`src/rtl/data_mem_arbiter_if.sv`:
```
// data_mem_arbiter_if: request/grant handshake for ports A and B plus the
// memory-side bus of the single-port 16x32 data memory.
// The slave modport is the arbiter view. The master modport is the view of the
// requesters and the memory model.
interface data_mem_arbiter_if #(
    parameter int unsigned ADDR_W = 4,
    parameter int unsigned DATA_W = 32
);
    logic              a_req;
    logic              a_we;
    logic [ADDR_W-1:0] a_addr;
    logic [DATA_W-1:0] a_wdata;
    logic              a_gnt;
    logic              a_rvalid;

    logic              b_req;
    logic              b_we;
    logic [ADDR_W-1:0] b_addr;
    logic [DATA_W-1:0] b_wdata;
    logic              b_gnt;
    logic              b_rvalid;

    logic [DATA_W-1:0] rdata;
    logic              busy;

    logic [ADDR_W-1:0] mem_address;
    logic              mem_writeEnable;
    logic [DATA_W-1:0] mem_writeData;
    logic [DATA_W-1:0] mem_data;

    modport slave (
        input  a_req, a_we, a_addr, a_wdata,
        input  b_req, b_we, b_addr, b_wdata,
        input  mem_data,
        output a_gnt, a_rvalid, b_gnt, b_rvalid,
        output rdata, busy,
        output mem_address, mem_writeEnable, mem_writeData
    );

    modport master (
        output a_req, a_we, a_addr, a_wdata,
        output b_req, b_we, b_addr, b_wdata,
        output mem_data,
        input  a_gnt, a_rvalid, b_gnt, b_rvalid,
        input  rdata, busy,
        input  mem_address, mem_writeEnable, mem_writeData
    );
endinterface

```
`src/rtl/data_mem_arbiter.sv`:
```
// data_mem_arbiter: two-port (A/B) arbiter and sequencer in front of the
// single-port data memory. Each transfer runs IDLE -> ACCESS (-> RESP for reads).
// Optional feature macro DMEM_ARB_RR_EN:
//   defined   -> round-robin between A and B
//   undefined -> fixed priority, where A always beats B
module data_mem_arbiter #(
    parameter int unsigned ADDR_W = 4,
    parameter int unsigned DATA_W = 32
) (
    input  logic                clk,
    input  logic                rst,
    data_mem_arbiter_if.slave   bus
);

    typedef enum logic [1:0] {
        S_IDLE   = 2'd0,
        S_ACCESS = 2'd1,
        S_RESP   = 2'd2
    } state_t;

    state_t            r_state;
    state_t            w_next;

    // r_last_b is the most recently granted port (1 = B).
    // It also identifies the owner of the transfer in flight.
    logic              r_last_b;
    logic              r_we;
    logic [ADDR_W-1:0] r_addr;
    logic [DATA_W-1:0] r_wdata;

    logic              w_any_req;
    logic              w_pick_b;
    logic              w_a_gnt;
    logic              w_b_gnt;
    logic              w_a_rvalid;
    logic              w_b_rvalid;
    logic              w_mem_we;

    assign w_any_req = bus.a_req | bus.b_req;

`ifdef DMEM_ARB_RR_EN
    // On a tie, the port that was not granted last wins.
    assign w_pick_b = bus.b_req & (~bus.a_req | ~r_last_b);
`else
    // Fixed priority: B wins only when A is not requesting.
    assign w_pick_b = bus.b_req & ~bus.a_req;
`endif

    // State register
    always_ff @(posedge clk or posedge rst) begin
        if (rst) begin
            r_state <= S_IDLE;
        end else begin
            r_state <= w_next;
        end
    end

    // Next-state logic: ACCESS and RESP each last exactly one cycle
    always_comb begin
        w_next = r_state;
        case (r_state)
            S_IDLE:   if (w_any_req) w_next = S_ACCESS;
            S_ACCESS: w_next = r_we ? S_IDLE : S_RESP;
            S_RESP:   w_next = S_IDLE;
            default:  w_next = S_IDLE;
        endcase
    end

    // Latch the winner and its command when a request is accepted in IDLE
    always_ff @(posedge clk or posedge rst) begin
        if (rst) begin
            r_last_b <= 1'b1;
            r_we     <= 1'b0;
            r_addr   <= '0;
            r_wdata  <= '0;
        end else if (r_state == S_IDLE && w_any_req) begin
            r_last_b <= w_pick_b;
            r_we     <= w_pick_b ? bus.b_we    : bus.a_we;
            r_addr   <= w_pick_b ? bus.b_addr  : bus.a_addr;
            r_wdata  <= w_pick_b ? bus.b_wdata : bus.a_wdata;
        end
    end

    // Output decode. The write enable derives from state, so reset kills it at once.
    always_comb begin
        w_a_gnt    = 1'b0;
        w_b_gnt    = 1'b0;
        w_a_rvalid = 1'b0;
        w_b_rvalid = 1'b0;
        w_mem_we   = 1'b0;
        case (r_state)
            S_ACCESS: begin
                w_a_gnt  = ~r_last_b;
                w_b_gnt  = r_last_b;
                w_mem_we = r_we;
            end
            S_RESP: begin
                w_a_rvalid = ~r_last_b;
                w_b_rvalid = r_last_b;
            end
            default: ;
        endcase
    end

    assign bus.a_gnt           = w_a_gnt;
    assign bus.b_gnt           = w_b_gnt;
    assign bus.a_rvalid        = w_a_rvalid;
    assign bus.b_rvalid        = w_b_rvalid;
    assign bus.busy            = (r_state != S_IDLE);
    assign bus.rdata           = bus.mem_data;
    assign bus.mem_address     = r_addr;
    assign bus.mem_writeData   = r_wdata;
    assign bus.mem_writeEnable = w_mem_we;

endmodule
```
`src/flat_wrapper.sv`:
```
// flat-port wrapper written by rule: the top's interface ports become plain ports
module data_mem_arbiter_flat 
#(
    parameter int unsigned ADDR_W = 4,
    parameter int unsigned DATA_W = 32
)
  (clk, rst, bus_a_req, bus_a_we, bus_a_addr, bus_a_wdata, bus_b_req, bus_b_we, bus_b_addr, bus_b_wdata, bus_mem_data, bus_a_gnt, bus_a_rvalid, bus_b_gnt, bus_b_rvalid, bus_rdata, bus_busy, bus_mem_address, bus_mem_writeEnable, bus_mem_writeData);
  data_mem_arbiter_if #(.ADDR_W(ADDR_W), .DATA_W(DATA_W)) bus_i ();
  input  logic clk;
  input  logic rst;
  input wire logic [$bits(bus_i.a_req)-1:0] bus_a_req;
  input wire logic [$bits(bus_i.a_we)-1:0] bus_a_we;
  input wire logic [$bits(bus_i.a_addr)-1:0] bus_a_addr;
  input wire logic [$bits(bus_i.a_wdata)-1:0] bus_a_wdata;
  input wire logic [$bits(bus_i.b_req)-1:0] bus_b_req;
  input wire logic [$bits(bus_i.b_we)-1:0] bus_b_we;
  input wire logic [$bits(bus_i.b_addr)-1:0] bus_b_addr;
  input wire logic [$bits(bus_i.b_wdata)-1:0] bus_b_wdata;
  input wire logic [$bits(bus_i.mem_data)-1:0] bus_mem_data;
  output wire logic [$bits(bus_i.a_gnt)-1:0] bus_a_gnt;
  output wire logic [$bits(bus_i.a_rvalid)-1:0] bus_a_rvalid;
  output wire logic [$bits(bus_i.b_gnt)-1:0] bus_b_gnt;
  output wire logic [$bits(bus_i.b_rvalid)-1:0] bus_b_rvalid;
  output wire logic [$bits(bus_i.rdata)-1:0] bus_rdata;
  output wire logic [$bits(bus_i.busy)-1:0] bus_busy;
  output wire logic [$bits(bus_i.mem_address)-1:0] bus_mem_address;
  output wire logic [$bits(bus_i.mem_writeEnable)-1:0] bus_mem_writeEnable;
  output wire logic [$bits(bus_i.mem_writeData)-1:0] bus_mem_writeData;
  assign bus_i.a_req = bus_a_req;
  assign bus_i.a_we = bus_a_we;
  assign bus_i.a_addr = bus_a_addr;
  assign bus_i.a_wdata = bus_a_wdata;
  assign bus_i.b_req = bus_b_req;
  assign bus_i.b_we = bus_b_we;
  assign bus_i.b_addr = bus_b_addr;
  assign bus_i.b_wdata = bus_b_wdata;
  assign bus_i.mem_data = bus_mem_data;
  assign bus_a_gnt = bus_i.a_gnt;
  assign bus_a_rvalid = bus_i.a_rvalid;
  assign bus_b_gnt = bus_i.b_gnt;
  assign bus_b_rvalid = bus_i.b_rvalid;
  assign bus_rdata = bus_i.rdata;
  assign bus_busy = bus_i.busy;
  assign bus_mem_address = bus_i.mem_address;
  assign bus_mem_writeEnable = bus_i.mem_writeEnable;
  assign bus_mem_writeData = bus_i.mem_writeData;
  data_mem_arbiter #(.ADDR_W(ADDR_W), .DATA_W(DATA_W)) u_core (.clk(clk), .rst(rst), .bus(bus_i));
endmodule
```
`config.mk`:
```
export PLATFORM = sky130hd
export DESIGN_NAME = data_mem_arbiter_flat
export DESIGN_NICKNAME = d
export VERILOG_FILES = /design/src/rtl/data_mem_arbiter_if.sv /design/src/rtl/data_mem_arbiter.sv /design/src/flat_wrapper.sv
export SDC_FILE = /design/constraint.sdc
export NUM_CORES = 1
export LEC_CHECK = 0
export BUFFER_PORTS_ARGS = -buffer_cell sky130_fd_sc_hd__buf_2
export CELL_PAD_IN_SITES_DETAIL_PLACEMENT = 0
export CELL_PAD_IN_SITES_GLOBAL_PLACEMENT = 1
export CORE_ASPECT_RATIO = 0.6
export CORE_MARGIN = 5
export CORE_UTILIZATION = 32
export DETAILED_ROUTE_END_ITERATION = 8
export PLACE_DENSITY_LB_ADDON = 0.15
export SLEW_MARGIN = 30
export SYNTH_ARGS = -nofsm -noshare
export SYNTH_HDL_FRONTEND = slang
export SYNTH_SLANG_ARGS = --single-unit
```
`constraint.sdc`:
```
create_clock -name clk -period 3.3 [get_ports clk]
set_input_delay 0.66 -clock clk [delete_from_list [all_inputs] [get_ports clk]]
set_output_delay 0.66 -clock clk [all_outputs]
set_load 0.03 [all_outputs]
```
==> impl_results.md, run 1 <==
* Fillers at about 730
* Post-synth cell types at 16
* Clock Skew at roughly 3.6 ps
* Maxcap violations at 0
* Number of global-route vias before repair at between 1500 and 2000
* # hold bufs at CTS at 0
* Worst Setup Slack, final at 1330 ps
* Hold Fails Final Rpt at 0
* Initial Util at 33.6%
* Root Buffer: clkbuf_16
* Vias per std cell at roughly 4.3
* Syn Inst Count at 170
* Worst path required time at approximately 2600 ps
* Die area at around 9700 sq um
* Gr ovfl total at 0
* Final ANT Viol Nets at 0
* CP max stage delay at 560 ps
* Worst min path class: input pin to asynchronous set/reset pin
* GRT Total Usage at 12.4%
* Pwr Total at 0.00309 W
* Worst path cell trace: inv_1 > nor3b_1 > buf_2
* Clk slew on worst S/H paths at ~60 ps
* FP Rows at 24
* Finish-stage setup viols at 0
* Clock sinks at 40
* RePlAce Congestion at roughly 0.74
* Static Leak at approximately 1.6 nW
* R2R setup slack at between 1000 and 1500 ps
* Critical path type: flip-flop to output port
* Rel. slew slack at between 50 and 60%
* Layout cells sized above 1 at roughly four fifths
* Diodes inserted at 0
* Syn_nets at 280
* Fin Setup TNS at 0 ps
* Final Cycle Share at about three fifths
* Average size of a mapped cell at 14.6 sq um
* Max FO, Critical Path at 4
* Worst setup path start: u_core.r_last_b
* Crit start category: flip-flop
* Final min period at roughly 2000 ps
* Seq cells post-synth at 40
* Standard cell core area at between 7000 and 8000 sq um
* Placement Setup Slack at between 1000 and 1500 ps
* Die Width at 124 um
* Peak supply drop at between 0.0004 and 0.0005 V
* Area grow syn2layout at 24.1%
* Power density cells at approximately 1000 nW/um^2
* CTS resizes at 0
* Layout Nets at 369
* Post-synthesis cell area at 2480 sq um
* Port Buffers at roughly 120
* Router iterations before antenna repair at 4
* FF-to-FF path depth at 4
* Ys Warns at 0
* Result of the run: finished clean
* Largest net degree at the start of global routing at 30
* Initial antenna violation count at 0
* Reg2reg end: u_core.bus.mem_writeData[30]
* Via count at about 1600
* Initial drt markers at 48
* Clk buf depth at 2
* Global-route wire length before repair at slightly above 9 mm
* Die Ht at about 80 um
* Worst slew pin tran at 614 ps
* Drt total wl at roughly 6.2 mm
* CTS Buf Count at 5
* Seq/Total Area, Yosys at approximately 40%
* Post-route DRC at 0
* Critical Path End Type: output port
* Dpl hpwl at between 4 and 5 mm
* Crit-path slowest cell: dfstp_2
* F_max at ~0.5 GHz
* WP data arrival at between 1000 and 1500 ps
* Fin area at 3080 sq um
* # IOs at between 150 and 200
* RSZ-0062 raised after global routing: false
* Worst-Skew Late Latency at about 280 ps
* Reg2Reg Launch Point: u_core.r_state[0]
* CTS tree: built
* Max-slew violations at 0
* Post-CTS Setup Bufs at 0
* H-tree depth at 2
* Setup crit end: bus_b_rvalid
* Placed cell areas at a little under 3000 sq um
* WL per Instance at 16.9 um
==> worst min-delay path by stage <==
stage	end	slack [ps]	depth (start not counted)
CTS	u_core.bus.mem_writeData[17]	410	2
global route	u_core.bus.mem_writeData[8]	440	2
finish	u_core.bus.mem_writeData[17]	390	2
floorplan	u_core.r_state[1]	400	1
global placement	u_core.r_state[1]	420	1
detailed placement	u_core.r_state[1]	410	1
==> registers in the layout, summed over array words and instances (netlist names) <==
register                  count
u_core.bus.mem_writeData     32
u_core.bus.mem_address        4
u_core.r_state                2
u_core.r_last_b               1
u_core.r_we                   1
==> per-layer routing <==
layer / wire (um) / up-vias / share of wire (%) / GRT usage (%)
li1: - / 729 / - / -
met1: 2830 / 724 / 46 / 17.3
met2: 2480 / 65 / 40 / 16.3
met3: 588 / 44 / 9.6 / 4.45
met4: 248 / 0 / 4.0 / 6.74
met5: 0 / - / 0 / 0
==> synthesized netlist by cell type <==
| cell | count | area [sq um] |
|---|---|---|
| inv_1 | 4 | 15.0 |
| mux2i_1 | 2 | 20.0 |
| buf_2 | 1 | 5.00 |
| nor2_1 | 4 | 15.0 |
| mux2_4 | 58 | 871 |
| buf_12 | 3 | 60.1 |
| buf_4 | 33 | 248 |
| a21oi_1 | 2 | 10.0 |
| nor3b_1 | 2 | 15.0 |
| mux2_2 | 14 | 158 |
| buf_6 | 3 | 33.8 |
| o21a_2 | 1 | 8.76 |
| dfrtp_1 | 39 | 976 |
| nor2_2 | 1 | 6.26 |
| nand2b_1 | 2 | 12.5 |
| dfstp_2 | 1 | 26.3 |
==> cells in the final DEF, fill, tap and decap left out <==
cell,count
a21oi_1,2
buf_12,2
buf_2,119
buf_4,1
bufinv_16,1
clkbuf_16,5
clkinv_2,2
clkinvlp_4,1
dfrtp_1,39
dfstp_2,1
inv_1,3
mux2_2,14
mux2_4,58
mux2i_1,2
nand2b_1,1
nand2b_2,1
nor2_1,4
nor2_2,1
nor3b_1,2
o21a_2,1
==> layout make-up <==
type                       count  area (sq um)  area share (%)
timing repair buffer         122           643            20.9
clock inverter                 3          42.5            1.38
sequential                    40          1000            32.6
inverter                       4          16.3           0.528
clock buffer                   5           125            4.07
multi-input combinational     86          1120            36.3
tap                          104           130            4.23
==> stage by stage <==
| stage | util (%) | cells | hold slack (ps) |
|---|---|---|---|
| 2_1_floorplan | - | 170 | 403 |
| 3_3_place_gp | 39.4 | 356 | 417 |
| 3_5_place_dp | 39.4 | 356 | 413 |
| 4_1_cts | 41.7 | 364 | 410 |
| 5_1_grt | 41.7 | 364 | 442 |
| 6_report | 41.7 | 364 | 387 |
==> power breakdown <==
part	internal (W)	switching, W	leakage (nW)
clock network	0.000355	0.000196	0.0798
registers	0.000751	0.000149	0.467
logic	0.000711	0.000928	1.10
==> logic make-up (layout without fill, tap and decap cells) <==
logic type,after synthesis,after routing,share of synthesized area [%]
buf+inv,44,134,14.6
mux,74,74,42.3
compound gates,3,3,0.757
simple gates,9,9,1.97
flops,40,40,40.4
==> critical path, delay by kind of cell (launching register included) <==
| kind | cells | cell delay, ps |
|---|---|---|
| buffers and inverters | 2 | 300 |
| AND/OR/NAND/NOR | 1 | 190 |
| flip-flops | 1 | 560 |
Note: power is estimated with default switching activity, not from simulation.
==> inputs of run 2 (changes only) <==
--- a/config.mk
+++ b/config.mk
@@ -5,12 +5,13 @@
 export SDC_FILE = /design/constraint.sdc
 export NUM_CORES = 1
 export LEC_CHECK = 0
+export ABC_AREA = 1
 export BUFFER_PORTS_ARGS = -buffer_cell sky130_fd_sc_hd__buf_2
 export CELL_PAD_IN_SITES_DETAIL_PLACEMENT = 0
 export CELL_PAD_IN_SITES_GLOBAL_PLACEMENT = 1
 export CORE_ASPECT_RATIO = 0.6
 export CORE_MARGIN = 5
-export CORE_UTILIZATION = 32
+export CORE_UTILIZATION = 27
 export DETAILED_ROUTE_END_ITERATION = 8
 export PLACE_DENSITY_LB_ADDON = 0.15
 export SLEW_MARGIN = 30
==> constraint.sdc (replaced) <==
create_clock -name clk -period 1.9 [get_ports clk]
set_input_delay 0.38 -clock clk [delete_from_list [all_inputs] [get_ports clk]]
set_output_delay 0.38 -clock clk [all_outputs]
set_load 0.03 [all_outputs]
==> impl_results.md, run 2 <==
* RSZ-0062 raised after global routing: false
* Via count at 2227 (+43%)
* Router iterations before antenna repair at 4 (unchanged)
* Gr ovfl total at 0 (unchanged)
* Post-synth cell types at 17 (+1)
* Die Ht at 84.1 um (+7.6%)
* Commonest non-fill, non-tap cell in the layout: nand2_1
* Worst slew pin tran at 511 ps (-103 ps)
* WL per Instance at 13.7 um (-19%)
* GRT Total Usage at 13.4% (+1.0 points)
* Result of the run: finished clean
* Initial drt markers at 76 (+58%)
* Storage element area at 1000 sq um (unchanged)
* Peak supply drop at 0.000369 V (-11%)
* Number of global-route vias before repair at 2326 (+35%)
* Critical Path End Type: output port
* Sw Share at 47.1% (+5.9 points)
* Static Leak at 1.81 nW (+10%)
* Critical path type: flip-flop to output port
* Average size of a mapped cell at 7.40 sq um (-49%)
* Area grow syn2layout at 22.4%
* F_max at 0.587 GHz
* Layout cells sized above 1 at 36.2% (-43 points)
* Finish-stage setup viols at 0 (unchanged)
* Worst min path class: input pin to asynchronous set/reset pin
* FP Rows at 27 (+13%)
* Post-synthesis cell area at 2470 sq um (-0.35%)
* Standard cell core area at 9050 sq um (+23%)
* Final ANT Viol Nets at 0 (unchanged)
* Seq/Total Area, Yosys at 40.6% (+0.14 points)
* Fillers at 1039 (+42%)
* Initial antenna violation count at 0 (unchanged)
* Die area at 11200 sq um (+16%)
* CTS tree: built
* Final min period at between 1500 and 2000 ps
* Largest area contributor in the netlist: dfrtp_1
* Top cells by count, synth: 187 x nand2_1, 39 x dfrtp_1, 33 x buf_4, 28 x nand3_1, 14 x buf_6
* Area contributors post-synth: dfrtp_1 39%, nand2_1 28%, buf_4 10%
* Worst setup path start: u_core.r_last_b
* Clk slew on worst S/H paths at 60 ps (about the same)
* Initial Util at 27.3% (-6.3 points)
* Crit start category: flip-flop
* Ys Warns at 0 (unchanged)
* Sequential Power Share at 31.9% (+2.8 points)
* Worst-Skew Late Latency at 270 ps (about the same)
* RePlAce Congestion at 0.719 (-2.5%)
* Worst path required time at 1520 ps (-1120 ps)
* # IOs at 184 (unchanged)
* Sw Pwr at 0.00221 W (+74%)
* R2R setup slack at 670 ps (-720 ps)
* Max reg flops at 32 (unchanged)
* Rel. slew slack at 65.9% (+6.8 points)
* FF-to-FF path depth at 5 (+1)
* CTS resizes at 0 (unchanged)
* Syn_nets at 444 (+59%)
* Max-slew violations at 0 (unchanged)
* Post-synth top area share at 39.5% (+0.14 points)
* Port Buffers at 119 (unchanged)
* Internal power at 0.00248 W (+36%)
* Count leader, synth: nand2_1
* Hold Fails Final Rpt at 0 (unchanged)
* CTS Buf Count at 5 (unchanged)
* Seq cells post-synth at 40 (unchanged)
* Final Cycle Share at approximately nine tenths
* WP data arrival at 1320 ps (about the same)
* Post-CTS Setup Bufs at 0 (unchanged)
* Layout Nets at 527 (+43%)
* Clk buf depth at 2 (unchanged)
* Vias per std cell at 4.18 (-2.6%)
* H-tree depth at 2 (unchanged)
* # hold bufs at CTS at 0 (unchanged)
* Post-route DRC at 0 (unchanged)
* Reg2reg end: u_core.bus.mem_writeData[23]
* Most frequent cells in the layout: 187 x nand2_1, 119 x buf_2, 39 x dfrtp_1
* Power density cells at 1550 nW/um^2 (+54%)
* Logic pwr share at 49.9% (-3.1 points)
* Main synth FF type: dfrtp_1
* Clock Power Share at 18.2% (+0.4 points)
* Maxcap violations at 0 (unchanged)
* Async set or reset register ratio after synthesis at 100% (unchanged)
* Clock sinks at 40 (unchanged)
* Drt total wl at 7.30 mm (+19%)
* Global-route wire length before repair at 11.9 mm (+28%)
* Fin Setup TNS at 0 ps (unchanged)
* Layout Utilization at 33.4% (-8.3 points)
* Clock Skew at 3.34 ps (-0.293 ps)
* Dpl hpwl at 5.26 mm (+8.9%)
* Root Buffer: clkbuf_16
* Syn Inst Count at 334 (+96%)
* Max FO, Critical Path at 3 (-1)
* Reg2Reg Launch Point: u_core.r_state[0]
* Diodes inserted at 0 (unchanged)
* Post-synth EDFFs at 0 (unchanged)
* Largest net degree at the start of global routing at 39 (+30%)
* Area taken by multi-input logic gates at 1020 sq um (-8.7%)
* Die Width at 134 um (+8.0%)
==> run 2: cell count changes after synthesis, moves of 3 or more <==
cell	delta
buf_6	+11
nand3_2	+10
mux2_2	-14
nand3_1	+28
buf_12	-3
mux2_4	-58
buf_2	+3
nand2_1	+187
==> run 2: worst max path at each step <==
stage	endpoint	cells after the start
floorplan	bus_b_rvalid	2
global placement	u_core.bus.mem_writeData[24]	6
detailed placement	u_core.bus.mem_writeData[24]	6
CTS	bus_b_rvalid	3
global route	bus_b_rvalid	3
finish	bus_b_rvalid	3
==> run 2: cell type report <==
class                   count  share of cell area [%]
multi-input cells         237                    33.8
flip-flops and latches     40                    33.1
repair buffers            127                    22.5
clock buffers               7                    5.05
well taps                 116                    4.80
inverters                   6                   0.745
==> run 2: worst max-delay path: stages (launching register included) <==
cell and delay, ps:
dfstp_2 540, inv_1 60, nor3_1 210, buf_2 240
==> run 2: power by group through the flow <==
stage | Combinational, W | Clock, W | Sequential, W
6_report | 0.00234 | 0.000852 | 0.00150
5_1_grt | 0.00259 | 0.000926 | 0.00156
4_1_cts | 0.00240 | 0.000890 | 0.00150
3_5_place_dp | 0.00240 | 0 | 0.00150
3_3_place_gp | 0.00239 | 0 | 0.00152
2_1_floorplan | 0.00109 | 0 | 0.00221
==> run 2: logic make-up after synthesis <==
group                  Yosys count  synth area share [%]
buffers and inverters           57                  18.1
and+or+nand+nor                235                  40.5
AOI/OAI and AO/OA                2                 0.861
DFF                             40                  40.6
==> run 2: layer usage <==
metal  share of wire (%)  track usage [%]  up-vias
met5                   0                0        -
li1                    -                -     1162
met3                 9.9             6.08        8
met1                  49             18.2      962
met4                0.47             2.52        0
met2                  40             19.7       95
==> run 2: per-stage QoR <==
stage / setup WS [ps] / power (W) / hold WS, ps / cells / cell area (sq um)
floorplan: 262 / 0.00329 / 426 / 334 / 2470
global placement: 413 / 0.00390 / 447 / 526 / 2870
detailed placement: 393 / 0.00390 / 440 / 526 / 2870
CTS: 203 / 0.00479 / 156 / 533 / 3020
global route: 148 / 0.00507 / 183 / 533 / 3020
finish: 198 / 0.00469 / 137 / 533 / 3020
